[src/rtl/program_loader.sv]
// Boot loader: takes a framed byte stream (length, payload, XOR checksum), buffers it
// in a small FIFO and writes the payload into program RAM while holding the CPU in reset.
module program_loader #(
    parameter int ADDR_W     = 6,
    parameter int FIFO_DEPTH = 4,
    parameter int BASE_ADDR  = 0
) (
    input  logic              clk,
    input  logic              rst,
    input  logic              restart,
    input  logic              in_valid,
    input  logic [7:0]        in_data,
    output logic              in_ready,
    input  logic              ram_grant,
    output logic [7:0]        ram_data,
    output logic [ADDR_W-1:0] ram_addr,
    output logic              ram_we,
    output logic              cpu_hold,
    output logic              done,
    output logic              error,
    output logic [ADDR_W:0]   byte_count
);

    localparam int                PTR_W   = $clog2(FIFO_DEPTH);
    localparam int                CAP     = (1 << ADDR_W) - BASE_ADDR;
    localparam logic [ADDR_W-1:0] BASE    = ADDR_W'(BASE_ADDR);
    localparam logic [PTR_W:0]    DEPTH   = (PTR_W+1)'(FIFO_DEPTH);
    localparam logic [PTR_W:0]    CNT_ONE = (PTR_W+1)'(1);
    localparam logic [ADDR_W:0]   BC_ONE  = (ADDR_W+1)'(1);

    typedef enum logic [2:0] {
        S_IDLE,
        S_LOAD,
        S_CHECK,
        S_DONE,
        S_ERR
    } state_t;

    state_t state_reg, state_next;

    logic [7:0]       fifo_mem [FIFO_DEPTH];
    logic [PTR_W-1:0] wr_ptr_reg, rd_ptr_reg;
    logic [PTR_W:0]   count_reg;
    logic             fifo_full, fifo_empty;
    logic             active, push, pop, flush;
    logic [7:0]       pop_data;

    logic [ADDR_W:0]   length_reg;
    logic [ADDR_W:0]   byte_count_reg;
    logic [7:0]        checksum_reg;
    logic              ram_we_reg;
    logic [7:0]        ram_data_reg;
    logic [ADDR_W-1:0] ram_addr_reg;

    logic header_bad, last_payload;

    assign fifo_full  = (count_reg == DEPTH);
    assign fifo_empty = (count_reg == '0);
    assign push       = in_valid && in_ready;
    assign flush      = restart && (state_reg == S_DONE || state_reg == S_ERR);
    assign pop_data   = fifo_mem[rd_ptr_reg];

    assign header_bad   = (pop_data == 8'd0) || (int'(pop_data) > CAP);
    assign last_payload = ((byte_count_reg + BC_ONE) == length_reg);

    // Storage carries no reset; validity is tracked by the pointers alone.
    always_ff @(posedge clk) begin
        if (push) begin
            fifo_mem[wr_ptr_reg] <= in_data;
        end
    end

    always_ff @(posedge clk or posedge rst) begin
        if (rst) begin
            wr_ptr_reg <= '0;
            rd_ptr_reg <= '0;
            count_reg  <= '0;
        end else if (flush) begin
            wr_ptr_reg <= '0;
            rd_ptr_reg <= '0;
            count_reg  <= '0;
        end else begin
            if (push) begin
                wr_ptr_reg <= wr_ptr_reg + 1'b1;
            end
            if (pop) begin
                rd_ptr_reg <= rd_ptr_reg + 1'b1;
            end
            if (push && !pop) begin
                count_reg <= count_reg + CNT_ONE;
            end else if (pop && !push) begin
                count_reg <= count_reg - CNT_ONE;
            end
        end
    end

    always_ff @(posedge clk or posedge rst) begin
        if (rst) begin
            state_reg <= S_IDLE;
        end else begin
            state_reg <= state_next;
        end
    end

    always_comb begin
        state_next = state_reg;
        case (state_reg)
            S_IDLE:  if (pop) state_next = header_bad ? S_ERR : S_LOAD;
            S_LOAD:  if (pop && last_payload) state_next = S_CHECK;
            S_CHECK: if (pop) state_next = (pop_data == checksum_reg) ? S_DONE : S_ERR;
            S_DONE:  if (restart) state_next = S_IDLE;
            S_ERR:   if (restart) state_next = S_IDLE;
            default: state_next = S_IDLE;
        endcase
    end

    always_comb begin
        active   = (state_reg == S_IDLE) || (state_reg == S_LOAD) || (state_reg == S_CHECK);
        in_ready = active && !fifo_full;
        pop      = active && !fifo_empty && ram_grant;
        done     = (state_reg == S_DONE);
        error    = (state_reg == S_ERR);
        cpu_hold = (state_reg != S_DONE);
    end

    // Payload datapath: only LOAD-state pops reach the RAM port; header and checksum bytes never do.
    always_ff @(posedge clk or posedge rst) begin
        if (rst) begin
            length_reg     <= '0;
            byte_count_reg <= '0;
            checksum_reg   <= '0;
            ram_we_reg     <= 1'b0;
            ram_data_reg   <= '0;
            ram_addr_reg   <= BASE;
        end else begin
            ram_we_reg <= 1'b0;
            if (flush) begin
                byte_count_reg <= '0;
                checksum_reg   <= '0;
                ram_addr_reg   <= BASE;
            end else if (pop) begin
                case (state_reg)
                    S_IDLE: begin
                        length_reg     <= (ADDR_W+1)'(pop_data);
                        byte_count_reg <= '0;
                        checksum_reg   <= '0;
                    end
                    S_LOAD: begin
                        ram_we_reg     <= 1'b1;
                        ram_data_reg   <= pop_data;
                        ram_addr_reg   <= BASE + byte_count_reg[ADDR_W-1:0];
                        checksum_reg   <= checksum_reg ^ pop_data;
                        byte_count_reg <= byte_count_reg + BC_ONE;
                    end
                    default: begin
                    end
                endcase
            end
        end
    end

    assign ram_we     = ram_we_reg;
    assign ram_data   = ram_data_reg;
    assign ram_addr   = ram_addr_reg;
    assign byte_count = byte_count_reg;

endmodule

[config.mk]
export PLATFORM = sky130hd
export DESIGN_NAME = program_loader
export DESIGN_NICKNAME = d
export VERILOG_FILES = /design/src/rtl/program_loader.sv
export SDC_FILE = /design/constraint.sdc
export NUM_CORES = 1
export LEC_CHECK = 0
export ABC_AREA = 0
export BUFFER_PORTS_ARGS = -buffer_cell sky130_fd_sc_hd__buf_2
export CORE_MARGIN = 4
export CORE_UTILIZATION = 28
export DETAILED_ROUTE_END_ITERATION = 8
export GPL_ROUTABILITY_DRIVEN = 0
export PLACE_DENSITY_LB_ADDON = 0.2
export SKIP_LAST_GASP = 1
export SYNTH_ARGS = -nofsm -noshare
export SYNTH_HDL_FRONTEND = slang
export SYNTH_SLANG_ARGS = --single-unit
export TNS_END_PERCENT = 50
[constraint.sdc]
create_clock -name clk -period 3.3 [get_ports clk]
set_clock_uncertainty 0.1 [all_clocks]
set_input_delay 0.66 -clock clk [delete_from_list [all_inputs] [get_ports clk]]
set_output_delay 0.66 -clock clk [all_outputs]
set_load 0.1 [all_outputs]
# [Word-level counts from Yosys, hierarchy flattened]
# Memory sizes are Yosys's and may differ from the RTL's.
# Cells that the tools add are included.
[word_totals] reg_bits=47 latch_bits=0 ram_bits=32 romBits=0 input_bits=13 output_inout_bits=26 word_cells=89 mem_count=1
[memory_table] name="fifo_mem" depth=4 width=8 read_ports=1 rd_clocked_by_memory_dff=0 wr=1 line="41" text="logic [7:0] fifo_mem [FIFO_DEPTH];"
[classes] add_sub_neg=5 n_mul=0 div=0 n_lt_le_gt_ge=1 n_eq_ne=12 n_shift=0 n_mux=28 bitwise_logic=2 n_reduce_logical=30
[op_table] operator="two-way mux 3 bit" count=9
[op_table] operator="two-way mux 6 bit" count=3
[op_table] operator="two-way mux 8 bit" count=2
[op_table] operator="one-hot mux 8 bit (2 select lines)" count=1
[op_table] operator="two-way mux 7 bit" count=2
[op_table] operator="one-hot mux 7 bit (2 select lines)" count=1
[op_table] operator="one-hot mux 3 bit (4 select lines)" count=1
[op_table] operator="equality test 8 bit" count=1
[op_table] operator="> comparator 8 x 7 -> 1 bit, second input constant" count=1
[op_table] operator="logical AND 1 bit" count=8
[op_table] operator="zero test 8 bit" count=1
[op_table] operator="two-way mux 2 bit" count=4
[op_table] operator="bitwise XOR 8 bit" count=1
[op_table] operator="adder 7 x 1 -> 7 bit, second input constant" count=1
[op_table] operator="equality test 7 bit" count=1
[op_table] operator="equality test 3 x 2 -> 1 bit, second input constant" count=2
[op_table] operator="equality test 3 bit, second input constant" count=2
[op_table] operator="zero test 3 bit" count=2
[op_table] operator="!= test 2 bit, second input constant" count=3
[op_table] operator="AND reduction 3 bit" count=2
[op_table] operator="nonzero test 2 bit" count=3
[op_table] operator="nonzero test 3 bit" count=2
[op_table] operator="two-way mux 1 bit" count=5
[op_table] operator="adder 2 x 1 -> 2 bit, second input constant" count=2
[op_table] operator="11 further kinds" count=18

# [Longest topological paths before layout]
[depth] ltp_word=10 mapped_depth=11 mapped_depth_nobuf=9

# [Worst setup path after synthesis]
# No wires, ideal clock.
[synth_path] kind="flip-flop to flip-flop" start="register state_reg[0]" end="register byte_count_reg[5] (netlist: byte_count[5])" setup_time_ns=0.166 arrival_ns=4.297 required_ns=3.034 path_slack_ns=-1.262 path_stages_with_launch=9 n_path_buf=2 synth_period_minus_slack_ns=4.562 path_cell_list="dfrtp_1 -> clkbuf_1 -> nor3b_1 -> o21ai_1 -> nand2_1 -> clkbuf_1 -> o21ai_0 -> nand2_1 -> o41ai_1"
[synth_via] word_cells_on_any_way=17 classes_between="4 x eq/ne; 3 x mux; 10 x reduce/logical"
[synth_rtl] element="start: declaration" line="39" text="state_t state_reg, state_next;"
[synth_rtl] element="start signal: assignment" line="101" text="state_reg <= state_next;"
[synth_rtl] element="equality test 3 bit *"
[synth_rtl] element="named net error" line="20" text="output logic error,"
[synth_rtl] element="logical OR 1 bit *" line="60" text="assign flush = restart && (state_reg == S_DONE || state_reg == S_ERR);"
[synth_rtl] element="logical AND 1 bit *" line="60"
[synth_rtl] element="nonzero test 3 bit (no line) / nonzero test 2 bit (equally long branches)"
[synth_rtl] element="AND reduction 2 bit (no line)"
[synth_rtl] element="end signal: assignment" line="153" text="byte_count_reg <= byte_count_reg + BC_ONE;"
[synth_rtl] element="end: declaration" line="49" text="logic [ADDR_W:0] byte_count_reg;"
# The timed path passes the listed nets; every way through them passes the cells marked *. The select of a mux whose other input is x is not followed.
# A chain may end at the register's enable or synchronous reset.

# [Worst setup path in the final report]
[layout_path] start="register byte_count_reg[0] (netlist: byte_count[0])" end="register state_reg[1]"
[layout_via] elab_chain_len=5
[layout_rtl] element="adder 7 x 1 -> 7 bit" line="64" text="assign last_payload = ((byte_count_reg + BC_ONE) == length_reg);"
[layout_rtl] element="equality test 7 bit" line="64"
[layout_rtl] element="logical AND 1 bit" line="109" text="S_LOAD: if (pop && last_payload) state_next = S_CHECK;"
[layout_rtl] element="!= test 2 bit (no line)"
[layout_rtl] element="AND reduction 4 bit (no line)"
# Every way passes these cells.

==> impl_table.tex <==
\begin{tabular}{lr}
\hline
Metric & Value \\
\hline
\multicolumn{2}{l}{\textbf{Synth}} \\
\quad Cell Area, Synth & 3655 sq um \\
\quad Most area-hungry cell type in the Yosys netlist & dfrtp\_1 \\
\quad Share of synthesized flip-flops with an asynchronous set or reset & 59.49\% \\
\quad Top-area cell type share of the netlist area & approximately 32\% \\
\quad EDFF count, synth & 32 \\
\quad Synthesized net count & 332 \\
\quad Synth cell types & 46 \\
\quad Number of flip-flops and latches in the synthesized netlist & 79 \\
\quad Mean area per synthesized cell & 11.68 sq um \\
\quad Total number of yosys warnings & 0 \\
\quad Synthesized instance count & 313 \\
\quad Most frequent cells after synthesis & 58 x nand2\_1, 47 x dfrtp\_1, 32 x edfxtp\_1 \\
\quad Biggest area contributors in the synthesized netlist & dfrtp\_1 32\%, edfxtp\_1 26\%, nand2\_1 6.0\%, xnor2\_1 4.1\%, o21ai\_0 3.7\% \\
\quad Sequential area share after synthesis & 58.47\% \\
\quad Predominant post-synthesis flop cell & dfrtp\_1 \\
\quad Most repeated cell in the gate-level netlist after synthesis & nand2\_1 \\
\multicolumn{2}{l}{\textbf{GRT}} \\
\quad Vias in the first global route & about 2500 \\
\quad Overall track demand over capacity in global routing & 11.54\% \\
\quad GRT Residual Overflow & 0 \\
\quad Maximum number of pins on one net before global-route repair & 48 \\
\quad First-pass GRT wire length & $\sim$13 mm \\
\quad Antenna violations before repair & 0 \\
\multicolumn{2}{l}{\textbf{CTS}} \\
\quad Clock insertion delay at the later pin of the skew report & 0.33 ns \\
\quad Number of buffers inserted by hold repair at cts & 0 \\
\quad CTS tree & yes \\
\quad Register clock-pin slew on the reported worst setup and hold paths & 0.06 ns \\
\quad Setup repair bufs after CTS & 0 \\
\quad Number of gates resized after cts & 0 \\
\quad Root Buffer & clkbuf\_16 \\
\quad Maximum root-to-sink buffer count & 2 \\
\quad Total CTS buffers & 9 \\
\quad CTS sink count & 79 \\
\quad CTS HTree Levels & 3 \\
\multicolumn{2}{l}{\textbf{Route}} \\
\quad Vias after detailed routing & 2417 \\
\quad Post-route ant nets & 0 \\
\quad Iteration-0 DRC Markers & 98 \\
\quad Average detailed-routed wire length per instance & 14.84 um \\
\quad Post-DR vias/cell & 4.595 \\
\quad Total wire length after detailed routing & 7.808 mm \\
\quad Detailed-router iteration count before antenna repair & 4 \\
\quad Remaining design rule violation count & 0 \\
\multicolumn{2}{l}{\textbf{STA}} \\
\quad Final worst-path cycle share & 85.86\% \\
\quad Pins Over Slew Limit & 0 \\
\quad Pin slew with the least headroom to its limit & between 1 and 1.5 ns \\
\quad Final Hold Viols & 0 \\
\quad Final setup viols & 0 \\
\quad Final Critical Period & roughly 2.8 ns \\
\quad Setup repair after global routing missed its margin & false \\
\quad Highest clock frequency the design can meet & 0.3529 GHz \\
\quad Final-layout worst hold slack & 0.3648 ns \\
\quad Relative max-transition margin & 32.91\% \\
\quad Total Negative Setup Slacks & 0 ns \\
\multicolumn{2}{l}{\textbf{Power and ir drop}} \\
\quad Post-route total power & 4441 uW \\
\quad Reported leakage power & 0.001851 uW \\
\quad Power density over cell area & 1024 nW/um\^{}2 \\
\quad Worst vdd ir & roughly 0.0004 V \\
\multicolumn{2}{l}{\textbf{Worst setup path}} \\
\quad Kind of capture point of the worst setup path & flop \\
\quad Maximum fanout count along the critical path & 8 \\
\quad Kind of cell with the highest combined delay on the critical path & compound AO/OA/AOI/OAI gates \\
\quad Worst Path Required & 3.45 ns \\
\quad CP Cell Sequence & ha\_1, and3\_1, nand3\_1, xnor2\_1, a2111oi\_0, o41a\_1, a2bb2oi\_1 \\
\quad Max stage delay cell, worst path & a2111oi\_0 \\
\quad Worst Setup Path Type & flop to flop \\
\quad CP max stage delay & 0.83 ns \\
\quad Worst reg2reg setup slack & 0.47 ns \\
\quad Total buffers and inverters traversed by the critical path & 0 \\
\quad Reg2Reg Depth & 7 \\
\quad Origin of the critical flop-to-flop path & byte\_count[0] \\
\quad Startpoint type of the worst setup path & flop \\
\quad Arrival time of the worst setup path & 2.98 ns \\
\quad Capturing point of the worst reg2reg path & state\_reg[1] \\
\multicolumn{2}{l}{\textbf{Min path}} \\
\quad Hold path endpoint & ram\_data[0] \\
\quad Cell depth of the worst min-delay path & 2 \\
\quad Worst Hold Launch & ram\_data[0] \\
\quad Class of the tightest hold or removal check & flop to flop \\
\multicolumn{2}{l}{\textbf{Die}} \\
\quad Placeable core area & 12720 sq um \\
\quad IO Pins & 39 \\
\quad Placement Rows & between 40 and 50 \\
\quad Die area & 14950 sq um \\
\quad Vert. Die Dim & 122.3 um \\
\quad Initial core utilization & 28.73\% \\
\quad Die X & between 100 and 150 um \\
\multicolumn{2}{l}{\textbf{Final layout}} \\
\quad Final std cells w/o fill & 526 \\
\quad Number of antenna diodes & 0 \\
\quad Net count of the finished layout & 368 \\
\quad Final core occ & 34.09\% \\
\quad Filler cells & around 1300 \\
\quad Growth of design area from synthesis to finish & 18.66\% \\
\quad Max reg flops & 32 \\
\quad Fraction of layout instances using a drive strength above 1 & roughly a fifth \\
\multicolumn{2}{l}{\textbf{Flow run}} \\
\quad Max cap viols & 0 \\
\multicolumn{2}{l}{\textbf{Place}} \\
\quad Buffers on Ports & 38 \\
\quad HPWL reported at the end of detailed placement & approximately 5.4 mm \\
\quad Number of cells after detailed placement & 510 \\
\multicolumn{2}{l}{\textbf{Outcome}} \\
\quad Result of the run & finished, final reports clean \\
\hline
\end{tabular}
[cells in the final DEF (no fill, tap or decap), types with 3 or more instances in the layout]
cell type	netlist	final
nand2_1	58	57
dfrtp_1	47	47
buf_2	0	38
edfxtp_1	32	32
o21ai_0	27	27
xnor2_1	17	17
nor2_1	15	15
nand3_1	14	14
inv_1	14	12
clkbuf_16	0	9
mux2_2	7	7
xor2_1	6	6
mux4_1	5	5
ha_1	5	5
o31ai_1	4	4
and2_1	4	4
a21oi_1	4	4
nor3_1	3	3
mux4_2	3	3
nand4_1	3	3
clkinvlp_4	0	3
[worst min-delay path, delay by kind of cell (launching register included)]
kind	cells	cell delay [ns]
flip-flops	1	0.33
AND/OR/NAND/NOR	2	0.10
[per-layer routing]
layer | global-route usage (%) | part of all wire [%] | wire length, um | up-vias
li1 | - | - | - | 1177
met3 | 3.502 | 4.6 | 357 | 11
met2 | 19.00 | 48 | 3749 | 47
met4 | 3.359 | 1.1 | 87 | 0
met1 | 14.74 | 46 | 3613 | 1182
met5 | 0 | 0 | 0 | -
[layout make-up]
type	instances	area (sq um)	area share, %
clock buffers	9	225.2	5.193
clock inverters	7	96.34	2.222
inverters	14	56.30	1.298
multi-input cells	206	1409	32.49
flip-flops and latches	79	2137	49.28
well taps	172	215.2	4.962
repair buffers	39	197.7	4.559
[worst max-delay path by stage]
stage,depth (start not counted),slack (ns),endpoint,startpoint
detailed placement,7,0.47,state_reg[1],byte_count[0]
CTS,7,0.46,state_reg[1],byte_count[0]
floorplan,8,0.05,byte_count[5],state_reg[0]
global route,7,0.24,state_reg[1],byte_count[0]
global placement,7,0.43,state_reg[1],byte_count[0]
finish,7,0.47,state_reg[1],byte_count[0]
[power by group]
group	switching (uW)	total [uW]	internal (uW)
Combinational	1260	1830	571
Sequential	244	1550	1310
Clock	393	1060	663
Total	1900	4440	2540
[metrics by stage]
stage | worst slack (ns) | cell area, sq um
after floorplan | 0.05287 | 3666
after global placement | 0.4313 | 4015
after detailed placement | 0.4737 | 4015
after CTS | 0.4574 | 4337
after global routing | 0.2355 | 4337
final | 0.4667 | 4337
[logic make-up after synthesis]
logic type               count (synthesis)  synth area share (%)
adder cells (fa/ha/maj)                  6                 2.260
flip-flops                              79                 58.47
XOR/XNOR                                23                 5.512
AO/OA/AOI/OAI                           50                 8.662
buffers and inverters                   28                 3.184
multiplexers                            17                 8.148
AND/OR/NAND/NOR                        110                 13.76
No activity file was read; power rests on OpenSTA's default activity.
